## src/rtl/uart_pkg.sv

```systemverilog
// rtl/uart_pkg.sv - shared UART types and helpers
package uart_pkg;

  typedef enum logic [1:0] {
    PAR_NONE = 2'd0,
    PAR_ODD  = 2'd1,
    PAR_EVEN = 2'd2
  } parity_e;

  typedef enum logic [2:0] {
    IDLE   = 3'd0,
    START  = 3'd1,
    DATA   = 3'd2,
    PARITY = 3'd3,
    STOP   = 3'd4
  } rx_state_e;

  function automatic int clks_per_bit(input int freq, input int baud);
    return freq / baud;
  endfunction

endpackage

```

## src/rtl/sync_fifo.sv

```systemverilog
// rtl/sync_fifo.sv - synchronous FIFO with a registered head entry
module sync_fifo #(
  parameter int WIDTH = 8,
  parameter int DEPTH = 4
) (
  input  logic             clk_i,
  input  logic             rst_i,
  input  logic             push_i,
  input  logic [WIDTH-1:0] push_data_i,
  input  logic             pop_i,
  output logic [WIDTH-1:0] head_o,
  output logic             empty_o,
  output logic             full_o
);

  localparam int AW = (DEPTH > 1) ? $clog2(DEPTH) : 1;

  logic [WIDTH-1:0] r_mem [DEPTH];
  logic [AW-1:0]    r_wr_ptr;
  logic [AW-1:0]    r_rd_ptr;
  logic [AW:0]      r_count;
  logic [WIDTH-1:0] r_head;
  logic             r_empty;

  logic [AW-1:0]    w_rd_ptr_n;
  logic [AW:0]      w_count_n;
  logic [WIDTH-1:0] w_head_n;
  logic             w_do_pop;
  logic             w_do_push;

  assign full_o    = (r_count == (AW+1)'(DEPTH));
  assign empty_o   = r_empty;
  assign head_o    = r_head;
  assign w_do_pop  = pop_i & ~r_empty;
  // A full FIFO still takes a push when the head leaves in the same cycle.
  assign w_do_push = push_i & (~full_o | w_do_pop);

  // Next read pointer, occupancy and head; a push into an emptying FIFO bypasses memory.
  always_comb begin
    w_rd_ptr_n = r_rd_ptr + AW'(w_do_pop);
    w_count_n  = r_count + (AW+1)'(w_do_push) - (AW+1)'(w_do_pop);
    w_head_n   = r_mem[w_rd_ptr_n];
    if (w_count_n == '0) begin
      w_head_n = '0;
    end else if (w_do_push && (r_count == (AW+1)'(w_do_pop))) begin
      w_head_n = push_data_i;
    end
  end

  // Storage array; contents are don't-care until written.
  always_ff @(posedge clk_i) begin
    if (w_do_push) begin
      r_mem[r_wr_ptr] <= push_data_i;
    end
  end

  // Pointers, occupancy and the registered head entry.
  always_ff @(posedge clk_i) begin
    if (rst_i) begin
      r_wr_ptr <= '0;
      r_rd_ptr <= '0;
      r_count  <= '0;
      r_head   <= '0;
      r_empty  <= 1'b1;
    end else begin
      if (w_do_push) begin
        r_wr_ptr <= r_wr_ptr + AW'(1);
      end
      r_rd_ptr <= w_rd_ptr_n;
      r_count  <= w_count_n;
      r_head   <= w_head_n;
      r_empty  <= (w_count_n == '0);
    end
  end

endmodule

```

## src/rtl/uart_rx.sv

```systemverilog
// rtl/uart_rx.sv - UART receiver with output FIFO; UART_RX_MAJORITY_EN selects 3-sample voting
module uart_rx
  import uart_pkg::*;
#(
  parameter int FREQ       = 460800,
  parameter int BAUD       = 115200,
  parameter int DATA_BITS  = 8,
  parameter int PARITY     = 0,
  parameter int STOP_BITS  = 1,
  parameter int FIFO_DEPTH = 4
) (
  input  logic                 clk_i,
  input  logic                 rst_i,
  input  logic                 uart_rx_i,
  output logic [DATA_BITS-1:0] data_o,
  output logic                 frame_err_o,
  output logic                 parity_err_o,
  output logic                 valid_o,
  input  logic                 ready_i,
  output logic                 overrun_o,
  output logic                 busy_o
);

  localparam int CPB = clks_per_bit(FREQ, BAUD);
  localparam int MID = CPB / 2;
  localparam int CW  = $clog2(CPB);
`ifdef UART_RX_MAJORITY_EN
  localparam int SAMP = MID + 1;
`else
  localparam int SAMP = MID;
`endif
  localparam logic PAR_EN  = (PARITY != int'(PAR_NONE));
  localparam logic PAR_EXP = (PARITY == int'(PAR_ODD));

  generate
    if (CPB < 4 || DATA_BITS < 5 || DATA_BITS > 9 || PARITY < 0 || PARITY > 2 ||
        STOP_BITS < 1 || STOP_BITS > 2 || FIFO_DEPTH < 2 ||
        (FIFO_DEPTH & (FIFO_DEPTH - 1)) != 0) begin : g_bad_param
      $error("uart_rx: illegal parameter set");
    end
  endgenerate

  typedef struct packed {
    logic                 parity_err;
    logic                 frame_err;
    logic [DATA_BITS-1:0] data;
  } rx_entry_t;

  rx_state_e            r_state;
  rx_state_e            w_state_n;
  logic                 r_sync1;
  logic                 r_sync2;
  logic                 r_sync3;
  logic [CW-1:0]        r_cnt;
  logic [3:0]           r_bit_idx;
  logic                 r_stop_idx;
  logic [DATA_BITS-1:0] r_data;
  logic                 r_ferr;
  logic                 r_par;
  logic                 r_overrun;

  logic                 w_fall;
  logic                 w_bit;
  logic                 w_sample;
  logic                 w_last_stop;
  logic                 w_push;
  rx_entry_t            w_entry;
  rx_entry_t            w_head;
  logic                 w_empty;
  logic                 w_full;

  // Two-flop synchroniser plus a delayed copy for falling-edge detection.
  always_ff @(posedge clk_i) begin
    if (rst_i) begin
      r_sync1 <= 1'b1;
      r_sync2 <= 1'b1;
      r_sync3 <= 1'b1;
    end else begin
      r_sync1 <= uart_rx_i;
      r_sync2 <= r_sync1;
      r_sync3 <= r_sync2;
    end
  end

  assign w_fall = r_sync3 & ~r_sync2;

`ifdef UART_RX_MAJORITY_EN
  logic r_maj_a;
  logic r_maj_b;

  // Capture the two early votes; the third is the live sample at the decision point.
  always_ff @(posedge clk_i) begin
    if (rst_i) begin
      r_maj_a <= 1'b1;
      r_maj_b <= 1'b1;
    end else begin
      if (r_cnt == CW'(MID - 1)) r_maj_a <= r_sync2;
      if (r_cnt == CW'(MID))     r_maj_b <= r_sync2;
    end
  end

  assign w_bit = (r_maj_a & r_maj_b) | (r_maj_a & r_sync2) | (r_maj_b & r_sync2);
`else
  assign w_bit = r_sync2;
`endif

  assign w_sample    = (r_cnt == CW'(SAMP));
  assign w_last_stop = (STOP_BITS == 1) ? 1'b1 : r_stop_idx;

  // Bit-period counter; held at zero while idle so each frame starts aligned to its edge.
  always_ff @(posedge clk_i) begin
    if (rst_i || r_state == IDLE) begin
      r_cnt <= '0;
    end else if (r_cnt == CW'(CPB - 1)) begin
      r_cnt <= '0;
    end else begin
      r_cnt <= r_cnt + CW'(1);
    end
  end

  // State register.
  always_ff @(posedge clk_i) begin
    if (rst_i) r_state <= IDLE;
    else       r_state <= w_state_n;
  end

  // Next-state logic; the push fires on the last stop-bit sample without waiting for bit end.
  always_comb begin
    w_state_n = r_state;
    w_push    = 1'b0;
    case (r_state)
      IDLE: begin
        if (w_fall) w_state_n = START;
      end
      START: begin
        if (w_sample) w_state_n = w_bit ? IDLE : DATA;
      end
      DATA: begin
        if (w_sample && r_bit_idx == 4'(DATA_BITS - 1)) begin
          w_state_n = PAR_EN ? uart_pkg::PARITY : STOP;
        end
      end
      uart_pkg::PARITY: begin
        if (w_sample) w_state_n = STOP;
      end
      STOP: begin
        if (w_sample && w_last_stop) begin
          w_push    = 1'b1;
          w_state_n = IDLE;
        end
      end
      default: w_state_n = IDLE;
    endcase
  end

  // Frame datapath: shift in data LSB first, capture parity, accumulate stop-bit errors.
  always_ff @(posedge clk_i) begin
    if (rst_i) begin
      r_data     <= '0;
      r_bit_idx  <= '0;
      r_stop_idx <= 1'b0;
      r_ferr     <= 1'b0;
      r_par      <= 1'b0;
    end else begin
      case (r_state)
        START: begin
          r_bit_idx  <= '0;
          r_stop_idx <= 1'b0;
          r_ferr     <= 1'b0;
        end
        DATA: begin
          if (w_sample) begin
            r_data    <= {w_bit, r_data[DATA_BITS-1:1]};
            r_bit_idx <= r_bit_idx + 4'd1;
          end
        end
        uart_pkg::PARITY: begin
          if (w_sample) r_par <= w_bit;
        end
        STOP: begin
          if (w_sample) begin
            r_ferr     <= r_ferr | ~w_bit;
            r_stop_idx <= 1'b1;
          end
        end
        default: ;
      endcase
    end
  end

  // Entry assembled from the live last stop sample so the push needs no extra cycle.
  always_comb begin
    w_entry            = '0;
    w_entry.data       = r_data;
    w_entry.frame_err  = r_ferr | ~w_bit;
    w_entry.parity_err = PAR_EN & ((^r_data ^ r_par) != PAR_EXP);
  end

  sync_fifo #(
    .WIDTH (DATA_BITS + 2),
    .DEPTH (FIFO_DEPTH)
  ) u_fifo (
    .clk_i       (clk_i),
    .rst_i       (rst_i),
    .push_i      (w_push),
    .push_data_i (w_entry),
    .pop_i       (ready_i),
    .head_o      (w_head),
    .empty_o     (w_empty),
    .full_o      (w_full)
  );

  // Overrun pulse: a frame completed into a full FIFO that is not draining this cycle.
  always_ff @(posedge clk_i) begin
    if (rst_i) r_overrun <= 1'b0;
    else       r_overrun <= w_push & w_full & ~(~w_empty & ready_i);
  end

  assign data_o       = w_head.data;
  assign frame_err_o  = w_head.frame_err;
  assign parity_err_o = w_head.parity_err;
  assign valid_o      = ~w_empty;
  assign overrun_o    = r_overrun;
  assign busy_o       = (r_state != IDLE);

endmodule

```

## config.mk

```make
export PLATFORM = sky130hd
export DESIGN_NAME = uart_rx
export DESIGN_NICKNAME = d
export VERILOG_FILES = /design/src/rtl/uart_pkg.sv /design/src/rtl/sync_fifo.sv /design/src/rtl/uart_rx.sv
export SDC_FILE = /design/constraint.sdc
export NUM_CORES = 1
export LEC_CHECK = 0
export BUFFER_PORTS_ARGS = -buffer_cell sky130_fd_sc_hd__buf_2
export CAP_MARGIN = 20
export CORE_MARGIN = 1
export CORE_UTILIZATION = 59
export CTS_CLUSTER_SIZE = 14
export DETAILED_ROUTE_END_ITERATION = 6
export PLACE_DENSITY = 0.84
export SLEW_MARGIN = 20
export SYNTH_ARGS = -nofsm -noshare
export SYNTH_HDL_FRONTEND = slang
export SYNTH_SLANG_ARGS = --single-unit
```

## constraint.sdc

```tcl
create_clock -name clk_i -period 3.2 [get_ports clk_i]
set_clock_uncertainty 0.1 [all_clocks]
set_input_delay 0 -clock clk_i [delete_from_list [all_inputs] [get_ports clk_i]]
set_output_delay 0 -clock clk_i [all_outputs]
set_load 0.005 [all_outputs]
```

==> impl_metrics.py, run 1 <==
metrics = {
    "worst_setup_path": {
        "arrival_ns": 3.04,
        "r2r_start": "r_cnt[0]",
        "rr_endpoint": "u_fifo.head_o[8]",
        "crit_family": "adder cells",
        "reg2reg_depth": 10,
        "reg2reg_slack_ns": 0.28,
        "required_ns": 3.32,
        "max_stage_delay_ns": 0.39,
        "path_buf_inv": 1,
        "cp_max_fo": 12,
        "critPathSlowestCell": "fa_1",
        "critPathKind": "flip-flop to flip-flop",
        "cp-start-kind": "flip-flop",
        "critical_path.endpoint_type": "flip-flop",
        "path_cells": "inv_1 -> ha_1 -> nand4bb_1 -> a31oi_4 -> ha_1 -> fa_1 -> xnor2_1 -> xnor2_1 -> a21o_1 -> nor2_1",
        "cp.depth": 10,
    },
    "routing": {
        "first_pass_iters": 4,
        "drtIter0Drc": 115,
        "drt-wirelength-per-cell_um": 16.1,
        "ant_nets": 0,
        "finalWirelength_um": 5080,
        "viasPerCell": 5.49,
        "num_vias": 1735,
        "drc_errors": 0,
    },
    "global_route": {
        "grt_pass1_wl_um": 7850,
        "grt_overflow": 0,
        "grt_max_degree": 31,
        "antenna_found_initial": 0,
        "grt_usage_pct": 21.0,
        "first_global_vias": 1615,
    },
    "finish": {
        "layout_commonest_cell": "dfxtp_1",
        "fin_area_um2": 3340,
        "drive_above_1_share_pct": 18.5,
        "final_cell_mix": "dfxtp_1 (39), edfxtp_1 (36), nor2_1 (30)",
        "nets": 260,
        "area_delta_synth_final_pct": 11.4,
        "num_antenna_cells": 0,
    },
    "synthesis": {
        "synth_area_leaders": "edfxtp_1 (36%), dfxtp_1 (26%), mux4_2 (6.8%), mux2i_1 (6.0%), ha_1 (4.2%)",
        "synth_simple_gate_area_share_pct": 11.3,
        "synth_top_family_by_area": "multiplexers",
        "ys.flop_type": "dfxtp_1",
        "synthAdderAreaFrac_pct": 4.85,
        "avgSynthCellArea_um2": 13.3,
        "synth_cell_types": 36,
        "synth_mux_area_share_pct": 12.8,
        "synth_area_um2": 3000,
        "synth-xor-area-share_pct": 1.46,
        "ys.warnings.count": 0,
        "synth_nets": 241,
        "ys_ff_latch": 75,
        "yosys.area.top_type": "edfxtp_1",
        "synth_compound_area_share_pct": 4.18,
        "ys_seq_area_share_pct": 62.2,
        "synthCells": 226,
        "yosys.area.top_type_share_pct": 36.1,
        "synth_edf_count": 36,
        "async_flop_share_pct": 0,
    },
    "flow_run": {
        "drv_cap": 0,
    },
    "floorplan": {
        "dieHeight_um": 73.3,
        "num_rows": 25,
        "boundaryPins": 17,
        "start_util_pct": 62.2,
        "die_area_um2": 5370,
        "die_x_um": 73.3,
        "core_um2": 4820,
    },
    "placed_design": {
        "gp_congestion": 0.720,
        "portBuffers": 15,
        "post_dp_cell_area_um2": 3120,
        "dpl.hpwl_um": 3150,
    },
    "cts": {
        "clockBufferDepth": 2,
        "cts.sinks": 75,
        "path_clk_slew_ns": 0.08,
        "cts_inserted_buffers": 9,
        "cts.htree.levels": 3,
        "clockRootBuffer": "clkbuf_8",
        "clk_latency_ns": 0.35,
        "cts_tree": "built",
    },
    "sta": {
        "maxSlewHeadroom_pct": 37.2,
        "rsz0062_at_grt": "no",
        "finalSetupTns_ns": 0,
        "fmaxAchievable_ghz": 0.343,
        "hold_ws_ns": 0.0255,
        "worst_pin_slew_ns": 0.937,
        "report.final.setup_viol": 0,
        "timing_hold_violations_final": 0,
        "finalMaxSlewViolations": 0,
        "finalCritPeriodShare_pct": 91.2,
        "finalCriticalPeriod_ns": 2.92,
    },
    "pwr": {
        "power.density_nw_per_um2": 655,
        "ir_worst_vdd_mv": 0.300,
        "p_leak_uw": 0.00128,
        "p_total_uw": 2180,
    },
    "worst_hold_path": {
        "worst_hold_path.num_cells": 2,
        "hold_class": "primary input to flip-flop",
        "hold_start": "rst_i",
        "min_to": "r_data[3]",
    },
    "outcome": {
        "status": "finished clean",
    },
}
power by group:
group	total, uW	switching (uW)	internal [uW]
Clock	701	345	356
Combinational	380	191	189
Sequential	1100	36.2	1070
Total	2180	572	1610
synthesized netlist by cell type, drive strengths merged, types with 5 or more instances:
library cell  number
dfxtp             39
edfxtp            36
nor2              30
mux2i             18
inv               11
ha                10
mux4               9
clkbuf             8
nor3               7
a21oi              5
a31oi              5
and2               5
nor2b              5
flip-flops by register name, summed over array words and instances, names as in the netlist:
register         cells
r_sync1              1
r_sync3              1
r_bit_idx            4
r_sync2              1
overrun_o            1
u_fifo.empty_o       1
r_data               8
u_fifo.r_rd_ptr      2
u_fifo.r_mem        36
u_fifo.r_count       3
r_cnt                2
r_state              3
r_ferr               1
u_fifo.r_wr_ptr      2
u_fifo.head_o        9
layer usage:
layer	GRT usage (%)	part of all wire, %	vias to the layer above	routed length [um]
met5	0	0	-	0
met4	13.1	2.9	0	147
met1	25.1	42	848	2150
met3	5.35	4.0	14	205
li1	-	-	836	-
met2	34.1	51	37	2570
what timing repair did:
action | in CTS | in global routing
hold buffers | 2 | 0
setup endpoints to repair | 0 | 1
resized for setup | 0 | 1
setup buffers | 0 | 0
endpoints found under the hold margin | 2 | 0
how the worst max path moves through the flow:
stage / startpoint / end
after floorplan: r_cnt[0] / u_fifo.head_o[0]
after CTS: r_cnt[0] / u_fifo.head_o[8]
after global placement: r_cnt[0] / u_fifo.head_o[4]
after detailed placement: r_cnt[0] / u_fifo.head_o[0]
after global routing: r_cnt[0] / u_fifo.head_o[8]
final: r_cnt[0] / u_fifo.head_o[8]
cells by family after synthesis:
kind of cell | after synthesis
DFF | 75
muxes | 27
xor gates and xnor gates | 5
and+or+nand+nor | 66
AOI/OAI and AO/OA | 19
other | 1
adders and majority gates | 11
buffers and inverters | 22
cell type report:
cell class	instances	area, um2
repair buffers	19	110
flip-flops and latches	75	1860
well taps	67	83.8
clock buffers	9	124
multi-input cells	129	1050
inverters	11	41.3
clock inverters	6	67.6
fillers	355	1480
through the flow:
stage,util [%],setup WS [ns],instances
2_1_floorplan,-,0.778,226
3_3_place_gp,64.7,0.476,299
3_5_place_dp,64.7,0.334,299
4_1_cts,69.1,0.252,316
5_1_grt,69.2,0.0447,316
6_report,69.2,0.282,316
Power figures use the tool's default switching activity.
==> run 2: changes to the inputs <==
Settings changed: CORE_UTILIZATION 59 to 60, PLACE_DENSITY 0.84 to 0.86, RECOVER_POWER set to 100.
Clock period 3.2 ns to 3.6 ns, I/O delays scaled along.
==> run 2 against run 1 <==
Non-clock buffer count unchanged. Sequential share of layout area up 0.34 points. Sequential power down 11%. First-iteration DRC count down 2.6%. Final area down 0.60%. Combinational power down 15%. The run now ends with capacitance limit, slew limit left. Highest routed layer unchanged. Worst setup slack better by 0.30 ns. Final cell count up 0.32%. Critical endpoint is now u_fifo.head_o[4]. Register-to-register slack better by 0.30 ns. Total power down 11%.
==> impl_metrics.py, run 2 (synthesis results as in run 1) <==
metrics = {
    "worst_hold_path": {
        "hold_class": "primary input to flip-flop",
        "hold_start": "uart_rx_i",
        "min_to": "r_sync1",
        "worst_hold_path.num_cells": 3,
    },
    "worst_setup_path": {
        "r2r_start": "r_cnt[0]",
        "required_ns": 3.74,
        "rr_endpoint": "u_fifo.head_o[4]",
        "cp-start-kind": "flip-flop",
        "path_cells": "inv_1 -> ha_1 -> nand4bb_1 -> a31oi_1 -> ha_1 -> fa_1 -> nor2_1 -> a21o_1 -> nor2_1",
        "critical_path.endpoint_type": "flip-flop",
        "reg2reg_depth": 9,
        "critPathSlowestCell": "a31oi_1",
        "cp_max_fo": 12,
        "max_stage_delay_ns": 0.53,
        "reg2reg_slack_ns": 0.58,
        "arrival_ns": 3.16,
        "critPathKind": "flip-flop to flip-flop",
    },
    "floorplan": {
        "num_rows": 25,
        "core_um2": 4750,
        "boundaryPins": 17,
        "die_area_um2": 5280,
        "die_x_um": 72.7,
        "dieHeight_um": 72.7,
        "start_util_pct": 63.0,
    },
    "placed_design": {
        "dpl.hpwl_um": 3190,
        "dp.cells": 298,
        "gp_congestion": 0.774,
        "place_ws_ns": 0.779,
        "post_dp_cell_area_um2": 3110,
        "portBuffers": 15,
    },
    "sta": {
        "timing_hold_violations_final": 0,
        "maxSlewHeadroom_pct": -1.29,
        "setup_ws_ns": 0.579,
        "fmaxAchievable_ghz": 0.331,
        "finalCritPeriodShare_pct": 83.9,
        "rsz0062_at_grt": "no",
        "report.final.setup_viol": 0,
        "worst_pin_slew_ns": 1.51,
        "finalMaxSlewViolations": 9,
        "finalCriticalPeriod_ns": 3.02,
        "finalSetupTns_ns": 0,
    },
    "routing": {
        "num_vias": 1782,
        "drc_errors": 0,
        "viasPerCell": 5.62,
        "finalWirelength_um": 5050,
        "first_pass_iters": 4,
        "drtIter0Drc": 112,
        "ant_nets": 0,
        "drt-wirelength-per-cell_um": 15.9,
    },
    "cts": {
        "clockBufferDepth": 2,
        "cts.sinks": 75,
        "cts_inserted_buffers": 9,
        "clk_latency_ns": 0.35,
        "cts_setup_buffers": 0,
        "cts.htree.levels": 3,
        "cts_tree": "built",
        "clockRootBuffer": "clkbuf_8",
        "path_clk_slew_ns": 0.08,
    },
    "finish": {
        "drive_above_1_share_pct": 14.8,
        "fin_area_um2": 3320,
        "num_antenna_cells": 0,
        "final_cell_mix": "dfxtp_1 (39), edfxtp_1 (36), nor2_1 (30)",
        "layout_commonest_cell": "dfxtp_1",
        "final_util_pct": 69.7,
        "nets": 260,
        "top_register": "u_fifo.r_mem",
        "largest_reg_flops": 36,
        "fin_cells": 317,
        "area_delta_synth_final_pct": 10.7,
    },
    "global_route": {
        "grt_overflow": 0,
        "antenna_found_initial": 0,
        "first_global_vias": 1638,
        "grt_max_degree": 31,
        "grt_usage_pct": 21.9,
        "grt_pass1_wl_um": 8130,
    },
    "outcome": {
        "violations": "capacitance limit, slew limit",
        "status": "complete, but fails checks",
    },
    "pwr": {
        "p_leak_uw": 0.00125,
        "power.density_nw_per_um2": 587,
        "ir_worst_vdd_mv": 0.245,
    },
    "flow_run": {
        "drv_cap": 1,
    },
}
[run 2: cell count changes in the layout (fill, tap and decap cells not counted), sizes merged]
cell,previous run,this run
buf,17,10
inv,11,12
clkbuf,9,15
dlygate4sd3,2,3
[run 2: power breakdown]
group | total [uW] | switching, uW | internal, uW
clock | 643 | 320 | 323
combinational | 323 | 162 | 161
sequential | 981 | 32.3 | 949
total | 1950 | 514 | 1430
[run 2: worst max-delay path by stage]
stage                         from                to  slack, ns  cells after the start
after floorplan           r_cnt[0]  u_fifo.head_o[0]       1.18                     11
after global placement    r_cnt[0]  u_fifo.head_o[3]       0.91                      9
after detailed placement  r_cnt[0]  u_fifo.head_o[4]       0.78                      9
after CTS                 r_cnt[0]  u_fifo.head_o[4]       0.78                      9
after global routing      r_cnt[0]  u_fifo.head_o[2]       0.26                      9
final                     r_cnt[0]  u_fifo.head_o[4]       0.58                      9
[run 2: routing by layer]
| layer | wire length [um] | global-route usage (%) |
|---|---|---|
| met1 | 2050 | 27.6 |
| met2 | 2480 | 34.1 |
| met3 | 363 | 5.52 |
| met4 | 161 | 13.7 |
| met5 | 0 | 0 |
[run 2: critical path, delay by kind of cell (launching register included)]
family / cells / cell delay, ns
fa+ha+maj: 3 / 1.07
flops: 1 / 0.33
simple gates: 3 / 0.45
buf+inv: 1 / 0.06
compound gates: 2 / 0.88
[run 2: metrics by stage]
| step | total power, uW | hold WS (ns) |
|---|---|---|
| final | 1950 | 0.266 |
| after floorplan | 1230 | 0.00381 |
| after global placement | 1320 | 0.0827 |
| after global routing | 2040 | 0.284 |
| after detailed placement | 1330 | 0.0857 |
| after CTS | 1970 | 0.252 |
[run 2: what timing repair did]
action	in CTS	in global routing
setup endpoints to repair	0	0
resized for setup	0	0
endpoints found under the hold margin	5	0
hold buffers	3	0
[run 2: cell type report]
| type | count | area [um2] |
|---|---|---|
| sequential | 75 | 1860 |
| fill | 323 | 1440 |
| multi-input combinational | 129 | 1030 |
| clock buffer | 9 | 124 |
| timing repair buffer | 19 | 101 |
| tap | 67 | 83.8 |
| clock inverter | 7 | 76.3 |
| inverter | 11 | 41.3 |
==> run 3: changes to the inputs <==
Settings changed: CORE_UTILIZATION 60 to 59, PLACE_DENSITY 0.86 to 0.84.
Clock period 3.6 ns to 3.09 ns, I/O delays scaled along.
==> run 3 against run 2 <==
Global-route usage down 1.1 points. The run now ends clean. Die area is 1.6% higher. Flip-flop and latch count did not move. Via count is 2.5% lower. Critical endpoint is now u_fifo.head_o[6]. Non-clock buffer count up 2. Combinational power up 17%.
==> impl_metrics.py, run 3 (synthesis results as in run 1) <==
metrics = {
    "outcome": {
        "status": "finished clean",
    },
    "cts": {
        "hold_buffers": 2,
        "clk_latency_ns": 0.32,
        "cts_setup_buffers": 0,
        "clockRootBuffer": "clkbuf_8",
        "cts_tree": "built",
        "cts_inserted_buffers": 9,
        "cts_resized": 0,
        "path_clk_slew_ns": 0.07,
        "cts.htree.levels": 3,
        "clockBufferDepth": 2,
        "cts.sinks": 75,
    },
    "worst_setup_path": {
        "cp-start-kind": "flip-flop",
        "cp_max_fo": 12,
        "rr_endpoint": "u_fifo.head_o[6]",
        "critPathSlowestCell": "fa_1",
        "max_stage_delay_ns": 0.39,
        "critical_path.endpoint_type": "flip-flop",
        "arrival_ns": 2.88,
        "reg2reg_slack_ns": 0.31,
        "critPathKind": "flip-flop to flip-flop",
        "path_buf_inv": 1,
        "reg2reg_depth": 10,
        "crit_family": "adder cells",
        "r2r_start": "r_cnt[0]",
        "path_cells": "inv_1 -> ha_1 -> nand4bb_1 -> a31oi_1 -> ha_1 -> fa_1 -> xnor2_1 -> xnor2_1 -> a21o_1 -> nor2_1",
        "required_ns": 3.19,
    },
    "sta": {
        "maxSlewHeadroom_pct": 51.5,
        "worst_pin_slew_ns": 0.727,
        "finalMaxSlewViolations": 0,
        "report.final.setup_viol": 0,
        "timing_hold_violations_final": 0,
        "fmaxAchievable_ghz": 0.359,
        "setup_ws_ns": 0.307,
        "rsz0062_at_grt": "no",
        "finalCritPeriodShare_pct": 90.1,
        "finalCriticalPeriod_ns": 2.78,
        "finalSetupTns_ns": 0,
    },
    "pwr": {
        "ir_worst_vdd_mv": 0.336,
        "p_leak_uw": 0.00124,
        "p_total_uw": 2210,
        "power.density_nw_per_um2": 669,
    },
    "finish": {
        "num_antenna_cells": 0,
        "area_delta_synth_final_pct": 10.3,
        "largest_reg_flops": 36,
        "top_register": "u_fifo.r_mem",
        "fillers": 358,
        "nets": 262,
        "drive_above_1_share_pct": 13.1,
        "layout_commonest_cell": "dfxtp_1",
        "fin_area_um2": 3300,
        "final_cell_mix": "dfxtp_1 (39), edfxtp_1 (36), nor2_1 (30)",
    },
    "routing": {
        "first_pass_iters": 4,
        "drt-wirelength-per-cell_um": 15.6,
        "ant_nets": 0,
        "num_vias": 1737,
        "drc_errors": 0,
        "viasPerCell": 5.45,
        "drtIter0Drc": 119,
        "finalWirelength_um": 4960,
    },
    "worst_hold_path": {
        "min_to": "r_state[2]",
        "hold_start": "rst_i",
        "worst_hold_path.num_cells": 2,
        "hold_class": "primary input to flip-flop",
    },
    "global_route": {
        "grt_pass1_wl_um": 7820,
        "antenna_found_initial": 0,
        "gr-usage-met2_pct": 34.6,
        "grt_overflow": 0,
        "use_met1_pct": 25.6,
        "met3_usage_pct": 6.17,
        "grt_max_degree": 31,
        "first_global_vias": 1632,
        "grt_usage_pct": 20.7,
        "busiest_layer": "met2",
    },
    "floorplan": {
        "core_um2": 4820,
        "dieHeight_um": 73.3,
        "start_util_pct": 62.2,
        "num_rows": 25,
        "die_area_um2": 5370,
        "die_x_um": 73.3,
        "boundaryPins": 17,
    },
    "placed_design": {
        "place_ws_ns": 0.334,
        "dpl.hpwl_um": 3230,
        "portBuffers": 15,
        "post_dp_cell_area_um2": 3130,
        "gp_congestion": 0.736,
    },
    "flow_run": {
        "drv_cap": 0,
    },
}
[run 3: cell count changes in the layout (fill, tap and decap cells not counted), moves of 2 or more]
cell | before | now
clkbuf_1 | 6 | 12
buf_2 | 9 | 6
buf_4 | 0 | 2
clkinv_1 | 0 | 2
clkinvlp_4 | 2 | 0
[run 3: layout make-up]
| class | count | area, um2 | area share [%] |
|---|---|---|---|
| Multi-Input combinational cell | 129 | 1030 | 31.1 |
| Inverter | 11 | 41.3 | 1.25 |
| Clock buffer | 10 | 128 | 3.86 |
| Tap cell | 67 | 83.8 | 2.54 |
| Timing Repair Buffer | 21 | 106 | 3.22 |
| Sequential cell | 75 | 1860 | 56.3 |
| Clock inverter | 6 | 56.3 | 1.70 |
[run 3: metal layers]
| metal | vias up | routed length, um |
|---|---|---|
| met1 | 845 | 2110 |
| met4 | 0 | 32 |
| li1 | 850 | - |
| met3 | 2 | 199 |
| met2 | 40 | 2620 |
| met5 | - | 0 |
[run 3: stage by stage]
stage	hold WS, ns	util [%]	instances
2_1_floorplan	0.00381	-	226
4_1_cts	0.0274	69.2	319
6_report	0.0380	68.6	319
3_3_place_gp	0.0824	65.0	301
3_5_place_dp	0.0870	65.0	301
5_1_grt	0.0521	68.6	319
[run 3: report_power, final]
group | internal (uW) | total, uW | switching [uW]
Combinational | 186 | 379 | 193
Clock | 366 | 691 | 324
Sequential | 1110 | 1140 | 36.9
Total | 1660 | 2210 | 554
[run 3: how the worst max path moves through the flow]
stage | cells after the start | slack [ns] | startpoint | endpoint
3_5_place_dp | 10 | 0.33 | r_cnt[0] | u_fifo.head_o[1]
3_3_place_gp | 10 | 0.54 | r_cnt[0] | u_fifo.head_o[3]
4_1_cts | 10 | 0.31 | r_cnt[0] | u_fifo.head_o[6]
6_report | 10 | 0.31 | r_cnt[0] | u_fifo.head_o[6]
5_1_grt | 10 | 0.13 | r_cnt[0] | u_fifo.head_o[0]
2_1_floorplan | 11 | 0.67 | r_cnt[0] | u_fifo.head_o[0]
[run 3: worst reg2reg max path, delay by kind of cell (launching register included)]
family | cells | cell delay (ns)
and+or+nand+nor | 2 | 0.33
AOI/OAI and AO/OA | 2 | 0.47
DFF | 1 | 0.35
xor gates and xnor gates | 2 | 0.41
buffers and inverters | 1 | 0.05
adders and majority gates | 3 | 0.96
